<file path="src/rtl/result_drain_writer_pkg.sv">
// rtl/result_drain_writer_pkg.sv - shared types and helpers for the result drain writer
package result_drain_pkg;

  typedef enum logic [1:0] {
    IDLE  = 2'd0,
    DRAIN = 2'd1,
    DONE  = 2'd2
  } drain_state_t;

  // Default geometry of the C matrix.
  localparam int DEF_A_ROWS = 2;
  localparam int DEF_B_COLS = 2;
  localparam int DEF_N      = DEF_A_ROWS * DEF_B_COLS;

  function automatic int elem_count(input int rows, input int cols);
    return rows * cols;
  endfunction

  // Address width for n elements, never narrower than one bit.
  function automatic int addr_bits(input int n);
    return (n <= 1) ? 1 : $clog2(n);
  endfunction

  // Narrowing rule: zero-extend when widening, otherwise clamp or keep low bits.
  function automatic logic [63:0] sat_fmt(input logic [63:0] x, input int in_w,
                                          input int out_w, input int saturate);
    logic [63:0] lim;
    if (out_w >= in_w) return x;
    lim = (64'd1 << out_w) - 64'd1;
    if (saturate != 0 && x > lim) return lim;
    return x & lim;
  endfunction

endpackage

</file>
<file path="src/rtl/result_drain_writer_if.sv">
// rtl/result_drain_writer_if.sv - valid/ready write stream toward matrix C memory
interface result_drain_writer_if #(
  parameter int ADDR_W    = 2,
  parameter int OUT_WIDTH = 16
);
  logic                 out_valid;
  logic                 out_ready;
  logic [ADDR_W-1:0]    out_addr;
  logic [OUT_WIDTH-1:0] out_data;
  logic                 out_last;

  modport master (output out_valid, out_addr, out_data, out_last, input out_ready);
  modport slave  (input out_valid, out_addr, out_data, out_last, output out_ready);
endinterface

</file>
<file path="src/rtl/result_drain_writer_c_elem_format.sv">
// rtl/result_drain_writer_c_elem_format.sv - combinational element width formatter
module c_elem_format
  import result_drain_pkg::*;
#(
  parameter int IN_W     = 16,
  parameter int OUT_W    = 16,
  parameter int SATURATE = 1
) (
  input  logic [IN_W-1:0]  x,
  output logic [OUT_W-1:0] y
);

  // Apply the shared narrowing rule and cut the result to the output width.
  always_comb begin
    y = OUT_W'(sat_fmt(64'(x), IN_W, OUT_W, SATURATE));
  end

endmodule

</file>
<file path="src/rtl/result_drain_writer.sv">
// rtl/result_drain_writer.sv - snapshot matrix C and drain it row-major over a write stream
module result_drain_writer
  import result_drain_pkg::*;
#(
  parameter int DATA_WIDTH = 8,
  parameter int A_ROWS     = DEF_A_ROWS,
  parameter int B_COLS     = DEF_B_COLS,
  parameter int OUT_WIDTH  = 2 * DATA_WIDTH,
  parameter int SATURATE   = 1,
  parameter int ADDR_W     = addr_bits(elem_count(A_ROWS, B_COLS))
) (
  input  logic                    clk,
  input  logic                    reset,
  input  logic                    start,
  input  logic [2*DATA_WIDTH-1:0] result [0:A_ROWS-1][0:B_COLS-1],
  result_drain_writer_if.master   wr,
  output logic                    busy,
  output logic                    done
);

  localparam int N  = elem_count(A_ROWS, B_COLS);
  localparam int EW = 2 * DATA_WIDTH;
  localparam logic [ADDR_W-1:0] LAST_IDX = ADDR_W'(N - 1);

  drain_state_t         state;
  logic [ADDR_W-1:0]    index;
  logic [ADDR_W-1:0]    next_index;
  logic [EW-1:0]        snapshot [N];
  logic [EW-1:0]        fmt_in;
  logic [OUT_WIDTH-1:0] fmt_out;
  logic                 xfer;

  assign xfer       = wr.out_valid && wr.out_ready;
  assign next_index = index + ADDR_W'(1);

  // Formatter source: live element 0 at capture, otherwise the element after the current beat.
  always_comb begin
    fmt_in = snapshot[0];
    if (state == IDLE) begin
      fmt_in = result[0][0];
    end else if (index != LAST_IDX) begin
      fmt_in = snapshot[next_index];
    end
  end

  c_elem_format #(
    .IN_W    (EW),
    .OUT_W   (OUT_WIDTH),
    .SATURATE(SATURATE)
  ) u_fmt (
    .x(fmt_in),
    .y(fmt_out)
  );

  // Drain FSM; beat outputs are registered one step ahead so they hold while stalled.
  always_ff @(posedge clk) begin
    if (reset) begin
      state        <= IDLE;
      index        <= '0;
      busy         <= 1'b0;
      done         <= 1'b0;
      wr.out_valid <= 1'b0;
      wr.out_addr  <= '0;
      wr.out_data  <= '0;
      wr.out_last  <= 1'b0;
      for (int k = 0; k < N; k++) snapshot[k] <= '0;
    end else begin
      case (state)
        IDLE: begin
          done <= 1'b0;
          if (start) begin
            for (int i = 0; i < A_ROWS; i++)
              for (int j = 0; j < B_COLS; j++)
                snapshot[i*B_COLS+j] <= result[i][j];
            index        <= '0;
            state        <= DRAIN;
            busy         <= 1'b1;
            wr.out_valid <= 1'b1;
            wr.out_addr  <= '0;
            wr.out_data  <= fmt_out;
            wr.out_last  <= (LAST_IDX == '0);
          end
        end
        DRAIN: begin
          if (xfer) begin
            if (index == LAST_IDX) begin
              state        <= DONE;
              index        <= '0;
              done         <= 1'b1;
              wr.out_valid <= 1'b0;
              wr.out_addr  <= '0;
              wr.out_data  <= '0;
              wr.out_last  <= 1'b0;
            end else begin
              index       <= next_index;
              wr.out_addr <= next_index;
              wr.out_data <= fmt_out;
              wr.out_last <= (next_index == LAST_IDX);
            end
          end
        end
        DONE: begin
          state <= IDLE;
          done  <= 1'b0;
          busy  <= 1'b0;
        end
        default: state <= IDLE;
      endcase
    end
  end

endmodule

</file>
<file path="src/flat_wrapper.sv">
// flat-port wrapper written by rule: the top's interface ports become plain ports
module result_drain_writer_flat import result_drain_pkg::*;
#(
  parameter int DATA_WIDTH = 8,
  parameter int A_ROWS     = DEF_A_ROWS,
  parameter int B_COLS     = DEF_B_COLS,
  parameter int OUT_WIDTH  = 2 * DATA_WIDTH,
  parameter int SATURATE   = 1,
  parameter int ADDR_W     = addr_bits(elem_count(A_ROWS, B_COLS))
)
  (clk, reset, start, result, busy, done, wr_out_valid, wr_out_addr, wr_out_data, wr_out_last, wr_out_ready);
  result_drain_writer_if #(.ADDR_W(ADDR_W), .OUT_WIDTH(OUT_WIDTH)) wr_i ();
  input  logic clk;
  input  logic reset;
  input  logic start;
  input  logic [2*DATA_WIDTH-1:0] result[0:A_ROWS-1][0:B_COLS-1];
  output logic busy;
  output logic done;
  output wire logic [$bits(wr_i.out_valid)-1:0] wr_out_valid;
  output wire logic [$bits(wr_i.out_addr)-1:0] wr_out_addr;
  output wire logic [$bits(wr_i.out_data)-1:0] wr_out_data;
  output wire logic [$bits(wr_i.out_last)-1:0] wr_out_last;
  input wire logic [$bits(wr_i.out_ready)-1:0] wr_out_ready;
  assign wr_out_valid = wr_i.out_valid;
  assign wr_out_addr = wr_i.out_addr;
  assign wr_out_data = wr_i.out_data;
  assign wr_out_last = wr_i.out_last;
  assign wr_i.out_ready = wr_out_ready;
  result_drain_writer #(.DATA_WIDTH(DATA_WIDTH), .A_ROWS(A_ROWS), .B_COLS(B_COLS), .OUT_WIDTH(OUT_WIDTH), .SATURATE(SATURATE), .ADDR_W(ADDR_W)) u_core (.clk(clk), .reset(reset), .start(start), .result(result), .wr(wr_i), .busy(busy), .done(done));
endmodule
</file>
<file path="config.mk">
export PLATFORM = sky130hd
export DESIGN_NAME = result_drain_writer_flat
export DESIGN_NICKNAME = d
export VERILOG_FILES = /design/src/rtl/result_drain_writer_pkg.sv /design/src/rtl/result_drain_writer_if.sv /design/src/rtl/result_drain_writer_c_elem_format.sv /design/src/rtl/result_drain_writer.sv /design/src/flat_wrapper.sv
export SDC_FILE = /design/constraint.sdc
export NUM_CORES = 1
export LEC_CHECK = 0
export CAP_MARGIN = 20
export CELL_PAD_IN_SITES_DETAIL_PLACEMENT = 2
export CELL_PAD_IN_SITES_GLOBAL_PLACEMENT = 2
export CORE_UTILIZATION = 30
export DETAILED_ROUTE_END_ITERATION = 8
export GPL_ROUTABILITY_DRIVEN = 1
export PLACE_DENSITY = 0.83
export SETUP_SLACK_MARGIN = 0.05
export SKIP_CTS_REPAIR_TIMING = 1
export SLEW_MARGIN = 20
export SYNTH_ARGS = -nofsm -noshare
export SYNTH_HDL_FRONTEND = slang
export SYNTH_SLANG_ARGS = --single-unit
</file>
<file path="constraint.sdc">
create_clock -name clk -period 2.77 [get_ports clk]
set_input_delay 0.554 -clock clk [delete_from_list [all_inputs] [get_ports clk]]
set_output_delay 0.554 -clock clk [all_outputs]
set_load 0.01 [all_outputs]
</file>
==> results.ini, run 1 <==
[timing]
min_period_over_period=0.8189
drv_slew=0
setup_ws_ps=501.7
fin_skew_ps=3.687
slew_headroom=0.4818
timing.setup.tns_ps=0
fmax_mhz=440.9
worst_pin_slew_ps=777.3
finalCriticalPeriod_ps=2268
hold_viol=0
rsz0062_at_grt=no
final-setup-viol-count=0

[clocking]
clk_pin_slew_worst_paths_ps=60
clk_path_buf_depth=2
cts_sinks=88
clk_latency_ps=330
cts-root-buf=clkbuf_16
htreeDepth=3
numCtsBuffers=9
cts_tree=built

[grt]
track_usage=0.1761
antenna_found_initial=0
grt-ovfl-total=0
grt_first_pass_wirelength_mm=18.99
grt_max_degree=65
grt_pass1_vias=3323

[critical_path]
slowest_stage=ha_2
rrSetupSlack_ps=500
start_kind=register
required_ps=2970
critPathMaxStageDelay_ps=570
arrival_ps=2470
r2r_cells=7
crit_buf_inv=2
cp-end-kind=register
crit_path_max_fanout=14
crit_family=adder cells
worstPathCellList=inv_1 -> ha_2 -> buf_12 -> mux2i_1 -> o22ai_2 -> a211oi_1 -> o32ai_2
crit_type=reg2reg
regToRegStartpoint=u_core.index[0]
r2r_end=u_core.wr.out_data[4]

[yosys]
yosys-top-cells-count=64 x and2_1, 64 x edfxtp_1, 34 x mux2i_1, 24 x dfxtp_1, 22 x nor2_1
synth_area_um2=4197
synth.top_cell.area_share=0.4580
avgSynthCellArea_um2=12.72
ys_async_sr_fraction=0
ys.flop_type=edfxtp_1
ys_warn_count=0
syn_inst=330
yosysTopAreaCell=edfxtp_1
synth_edf_count=64
ys_ff_latch=88
synth_area_leaders=edfxtp_1 46%, dfxtp_1 11%, and2_1 9.5%
synth_cell_types=33
synth_nets=400
ys_seq_area_frac=0.5725

[floorplanning]
pin_count=90
start_util=0.3119
core_area_um2=13450
die_x_um=120.3
num_rows=42
dieArea_um2=14460
fp.dieH_um=120.3

[routing]
detail-route-antenna-nets=0
dr.max_layer_used=met4
wl_mm=12.13
route.detailed.drc=0
dr.pass1.iters=4
m1WireLength_mm=5.136
wire_per_inst_um=20.31
route.met3.wl_um=400
vias=2904
vias_per_cell=4.864
dr.first_iter.drc_count=119
met2_length_mm=6.290

[power]
sw_frac_of_total=0.2395
p_leak_nw=2.180
power_switching_mw=0.8116
ir_drop_uv=340.2
p_comb_frac=0.148
clkPwrFrac=0.384
p_per_area_nw_per_um2=607.4
power_frac_seq=0.468
p_int_mw=2.578

[hold_path]
min_path_type=reg2reg
whs_path_depth=2
hp-start=u_core.done
holdPathEnd=u_core.done

[finish]
fin_nets=486
final_layout_size_suffix_gt1_frac=0.1235
fillCellCount=1392
diodes=0
area_growth_pct=32.98

[placed_design]
post-place-ws_ps=452.6
hpwl_mm=8.441
io_buffer_count=89
gp_congestion=0.7463

[status]
status=finished, final reports clean

[job]
max-cap-violations=0

state kept, by name, indices dropped and copies added, names as in the netlist:
signal and count:
u_core.index 2, u_core.busy 1, u_core.done 1, u_core.state 2
u_core.wr.out_data 16, u_core.wr.out_valid 1, u_core.wr.out_last 1, u_core.snapshot 64
how the worst max path moves through the flow:
| stage | start | to | slack, ps | depth (start not counted) |
|---|---|---|---|---|
| floorplan | reset | u_core.snapshot[0][0] | 610 | 2 |
| global placement | reset | u_core.wr.out_data[1] | 550 | 4 |
| detailed placement | reset | u_core.wr.out_data[2] | 450 | 4 |
| CTS | u_core.index[0] | u_core.wr.out_data[1] | 500 | 7 |
| global route | u_core.index[0] | u_core.wr.out_data[1] | 310 | 7 |
| finish | u_core.index[0] | u_core.wr.out_data[4] | 500 | 7 |
power groups by stage:
stage / Clock, mW / Combinational, mW / Sequential, mW
floorplan: 0 / 0.263 / 1.60
global placement: 0 / 0.479 / 1.60
detailed placement: 0 / 0.501 / 1.61
CTS: 1.32 / 0.510 / 1.59
global route: 1.36 / 0.539 / 1.60
finish: 1.30 / 0.501 / 1.59
cell families after synthesis:
kind of cell,after synthesis,synth area share
buffers and inverters,42,0.05903
multiplexers,34,0.08110
flip-flops,88,0.5724
adder cells (fa/ha/maj),2,0.005962
AND/OR/NAND/NOR,108,0.1500
AO/OA/AOI/OAI,56,0.1315
stage by stage:
step | total power, mW | cells | util | hold slack [ps] | instance area, µm²
floorplan | 1.860 | 330 | - | 475.9 | 4199
global placement | 2.083 | 581 | 0.3915 | 446.3 | 5266
detailed placement | 2.115 | 581 | 0.3915 | 460.2 | 5266
CTS | 3.418 | 597 | 0.4148 | 469.4 | 5580
global route | 3.494 | 597 | 0.4148 | 487.1 | 5580
finish | 3.389 | 597 | 0.4148 | 461.9 | 5580
layout by cell type, fill, tap and decap left out, types with 2 or more instances in the layout:
master	n
nor3_1	3
nand2b_1	4
nand2_1	2
clkbuf_1	2
nor2b_1	3
o21bai_1	2
buf_12	4
nor2_4	2
mux2i_1	34
nor2_1	22
bufinv_16	2
o22ai_1	7
o22ai_2	9
clkbuf_16	9
o32ai_1	6
a21oi_1	3
buf_4	7
a211oi_1	16
dfxtp_1	24
or2_1	3
and2_1	64
clkdlybuf4s50_1	89
inv_1	17
o32ai_2	10
edfxtp_1	64
worst register-to-register path: cells and delay by family (launching register included):
family | cells | cell delay [ps]
adder cells (fa/ha/maj) | 1 | 570
AO/OA/AOI/OAI | 3 | 540
flip-flops | 1 | 440
buffers and inverters | 2 | 310
multiplexers | 1 | 290
cell type report:
| class | count | area (µm²) | share of cell area |
|---|---|---|---|
| tap | 176 | 220.2 | 0.03946 |
| multi-input combinational | 200 | 1556 | 0.2789 |
| inverter | 17 | 63.81 | 0.01143 |
| clock buffer | 11 | 232.7 | 0.04170 |
| sequential | 88 | 2402 | 0.4305 |
| timing repair buffer | 100 | 1023 | 0.1834 |
| clock inverter | 5 | 81.33 | 0.01457 |
per-layer routing:
layer	track usage	up-vias
li1	-	1363
met1	0.2124	1441
met2	0.3100	77
met3	0.02689	23
met4	0.07639	0
met5	0	-
(Power assumes the default switching activity.)
==> inputs of run 2 (changes only) <==
--- a/config.mk
+++ b/config.mk
@@ -8,10 +8,10 @@
 export CAP_MARGIN = 20
 export CELL_PAD_IN_SITES_DETAIL_PLACEMENT = 2
 export CELL_PAD_IN_SITES_GLOBAL_PLACEMENT = 2
-export CORE_UTILIZATION = 30
+export CORE_UTILIZATION = 34
 export DETAILED_ROUTE_END_ITERATION = 8
 export GPL_ROUTABILITY_DRIVEN = 1
-export PLACE_DENSITY = 0.83
+export PLACE_DENSITY = 0.88
 export SETUP_SLACK_MARGIN = 0.05
 export SKIP_CTS_REPAIR_TIMING = 1
 export SLEW_MARGIN = 20
==> constraint.sdc (replaced) <==
create_clock -name clk -period 2.2 [get_ports clk]
set_input_delay 0.44 -clock clk [delete_from_list [all_inputs] [get_ports clk]]
set_output_delay 0.44 -clock clk [all_outputs]
set_load 0.01 [all_outputs]
==> results.ini, run 2 (synthesized netlist as in run 1, its figures left out) <==
[grt]
grt_pass1_vias=3257  ; -2.0%
track_usage=0.1958  ; +0.01967
grt_max_degree=65  ; unchanged
grt-ovfl-total=0  ; unchanged
grt_first_pass_wirelength_mm=18.41  ; -3.0%
antenna_found_initial=0  ; unchanged

[finish]
diodes=0  ; unchanged
final_common_cell=clkdlybuf4s50_1
layout_common_cells=89 x clkdlybuf4s50_1, 64 x and2_1, 64 x edfxtp_1
area_growth_pct=34.85
regMostFlops=u_core.snapshot
stdcell_area_um2=5659  ; +1.4%
stdcell_count=577  ; -3.4%
fin_nets=495  ; +1.9%
final_layout_size_suffix_gt1_frac=0.1512  ; +0.02765
top_regs=u_core.snapshot: 64 flops, u_core.wr.out_data: 16 flops
largest_reg_flops=64  ; unchanged
fin_util=0.4711  ; +0.05634

[routing]
dr.pass1.iters=4  ; unchanged
vias=2900  ; -0.14%
vias_per_cell=5.026  ; +3.3%
route.detailed.drc=0  ; unchanged
dr.first_iter.drc_count=75  ; -37%
detail-route-antenna-nets=0  ; unchanged
wire_per_inst_um=20.33  ; about the same
wl_mm=11.73  ; -3.3%

[timing]
worst_pin_slew_ps=533.9  ; -243.4 ps
slew_headroom=0.6428  ; +0.1610
final-setup-viol-count=0  ; unchanged
rsz0062_at_grt=yes
hold_slack_ps=455.3  ; -6.564 ps
drv_slew=0  ; unchanged
timing.setup.tns_ps=0  ; unchanged
fmax_mhz=481.9  ; +9.3%
min_period_over_period=0.9432  ; +0.1243
hold_viol=0  ; unchanged
setup_ws_ps=124.9  ; -376.8 ps
finalCriticalPeriod_ps=2075  ; -193.2 ps
fin_skew_ps=8.383  ; +4.696 ps

[placed_design]
dp_cells=560  ; -3.6%
hpwl_mm=7.918  ; -6.2%
post-place-ws_ps=-188.2  ; -640.7 ps
io_buffer_count=89  ; unchanged
place_area_um2=5290  ; +0.45%
gp_congestion=0.7427  ; -0.48%

[critical_path]
required_ps=2410  ; -560 ps
start_kind=register
crit_type=reg2reg
crit_path_max_fanout=14  ; unchanged
regToRegStartpoint=u_core.index[0]
rrSetupSlack_ps=120  ; -380 ps
r2r_cells=7  ; unchanged
cp-end-kind=register
arrival_ps=2290  ; -180 ps
r2r_end=u_core.wr.out_data[4]

[power]
power_mw=4.400  ; +30%
clkPwrFrac=0.399  ; +0.015
p_int_mw=3.370  ; +31%
power_switching_mw=1.030  ; +27%
ir_drop_uv=396.2  ; +16%
p_comb_frac=0.151  ; +0.003
sw_frac_of_total=0.2341  ; -0.005404
p_leak_nw=2.231  ; +2.3%
power_frac_seq=0.451  ; -0.017
p_per_area_nw_per_um2=777.5  ; +28%

[clocking]
clk_path_buf_depth=2  ; unchanged
numCtsBuffers=9  ; unchanged
cts_tree=built
clk_pin_slew_worst_paths_ps=70  ; about the same
clk_latency_ps=340  ; about the same
cts_sinks=88  ; unchanged
htreeDepth=3  ; unchanged
cts-root-buf=clkbuf_16

[job]
max-cap-violations=0  ; unchanged

[floorplanning]
dieArea_um2=12790  ; -12%
start_util=0.3494  ; +0.03743
num_rows=40  ; -4.8%
core_area_um2=12010  ; -11%
pin_count=90  ; unchanged
die_x_um=113.1  ; -6.0%
fp.dieH_um=113.1  ; -6.0%

[hold_path]
holdPathEnd=u_core.done
hp-start=u_core.done
min_path_type=reg2reg
whs_path_depth=2  ; unchanged

[status]
status=finished, final reports clean

==> run 2: worst max-delay path by stage <==
stage                    start               endpoint  slack [ps]  depth (start not counted)
2_1_floorplan            reset  u_core.snapshot[0][0]         150                          2
3_3_place_gp             start  u_core.snapshot[2][6]         -50                          4
3_5_place_dp             start  u_core.snapshot[3][6]        -190                          4
4_1_cts        u_core.index[0]  u_core.wr.out_data[6]         -60                          7
5_1_grt        u_core.index[0]  u_core.wr.out_data[4]          50                          7
6_report       u_core.index[0]  u_core.wr.out_data[4]         120                          7
==> run 2: critical path, cell delays in order, from the launching register on <==
cell      delay [ps]
dfxtp_1          430
inv_1             70
ha_2             360
buf_12           170
mux2i_1          360
o22ai_2          160
a211oi_1         260
o32ai_2          130
==> run 2: power groups by stage <==
stage | registers (mW) | logic [mW] | clock network [mW]
finish | 1.98 | 0.663 | 1.75
global route | 2.00 | 0.710 | 1.85
CTS | 1.98 | 0.665 | 1.78
detailed placement | 2.02 | 0.650 | 0
global placement | 2.00 | 0.623 | 0
floorplan | 2.01 | 0.331 | 0
==> run 2: layout make-up <==
| type | count | area [µm²] |
|---|---|---|
| flip-flops and latches | 88 | 2402 |
| multi-input cells | 200 | 1569 |
| clock inverters | 6 | 107.6 |
| well taps | 147 | 183.9 |
| repair buffers | 109 | 1104 |
| inverters | 17 | 63.81 |
| clock buffers | 10 | 229.0 |
| fillers | 1186 | 6352 |
==> run 2: layer usage <==
metal  global-route usage  part of all wire  up-vias
met5                    0                 0        -
li1                     -                 -     1382
met4              0.07456             0.013        0
met1               0.2345              0.44     1448
met2               0.3431              0.52       57
met3              0.04339             0.028       13
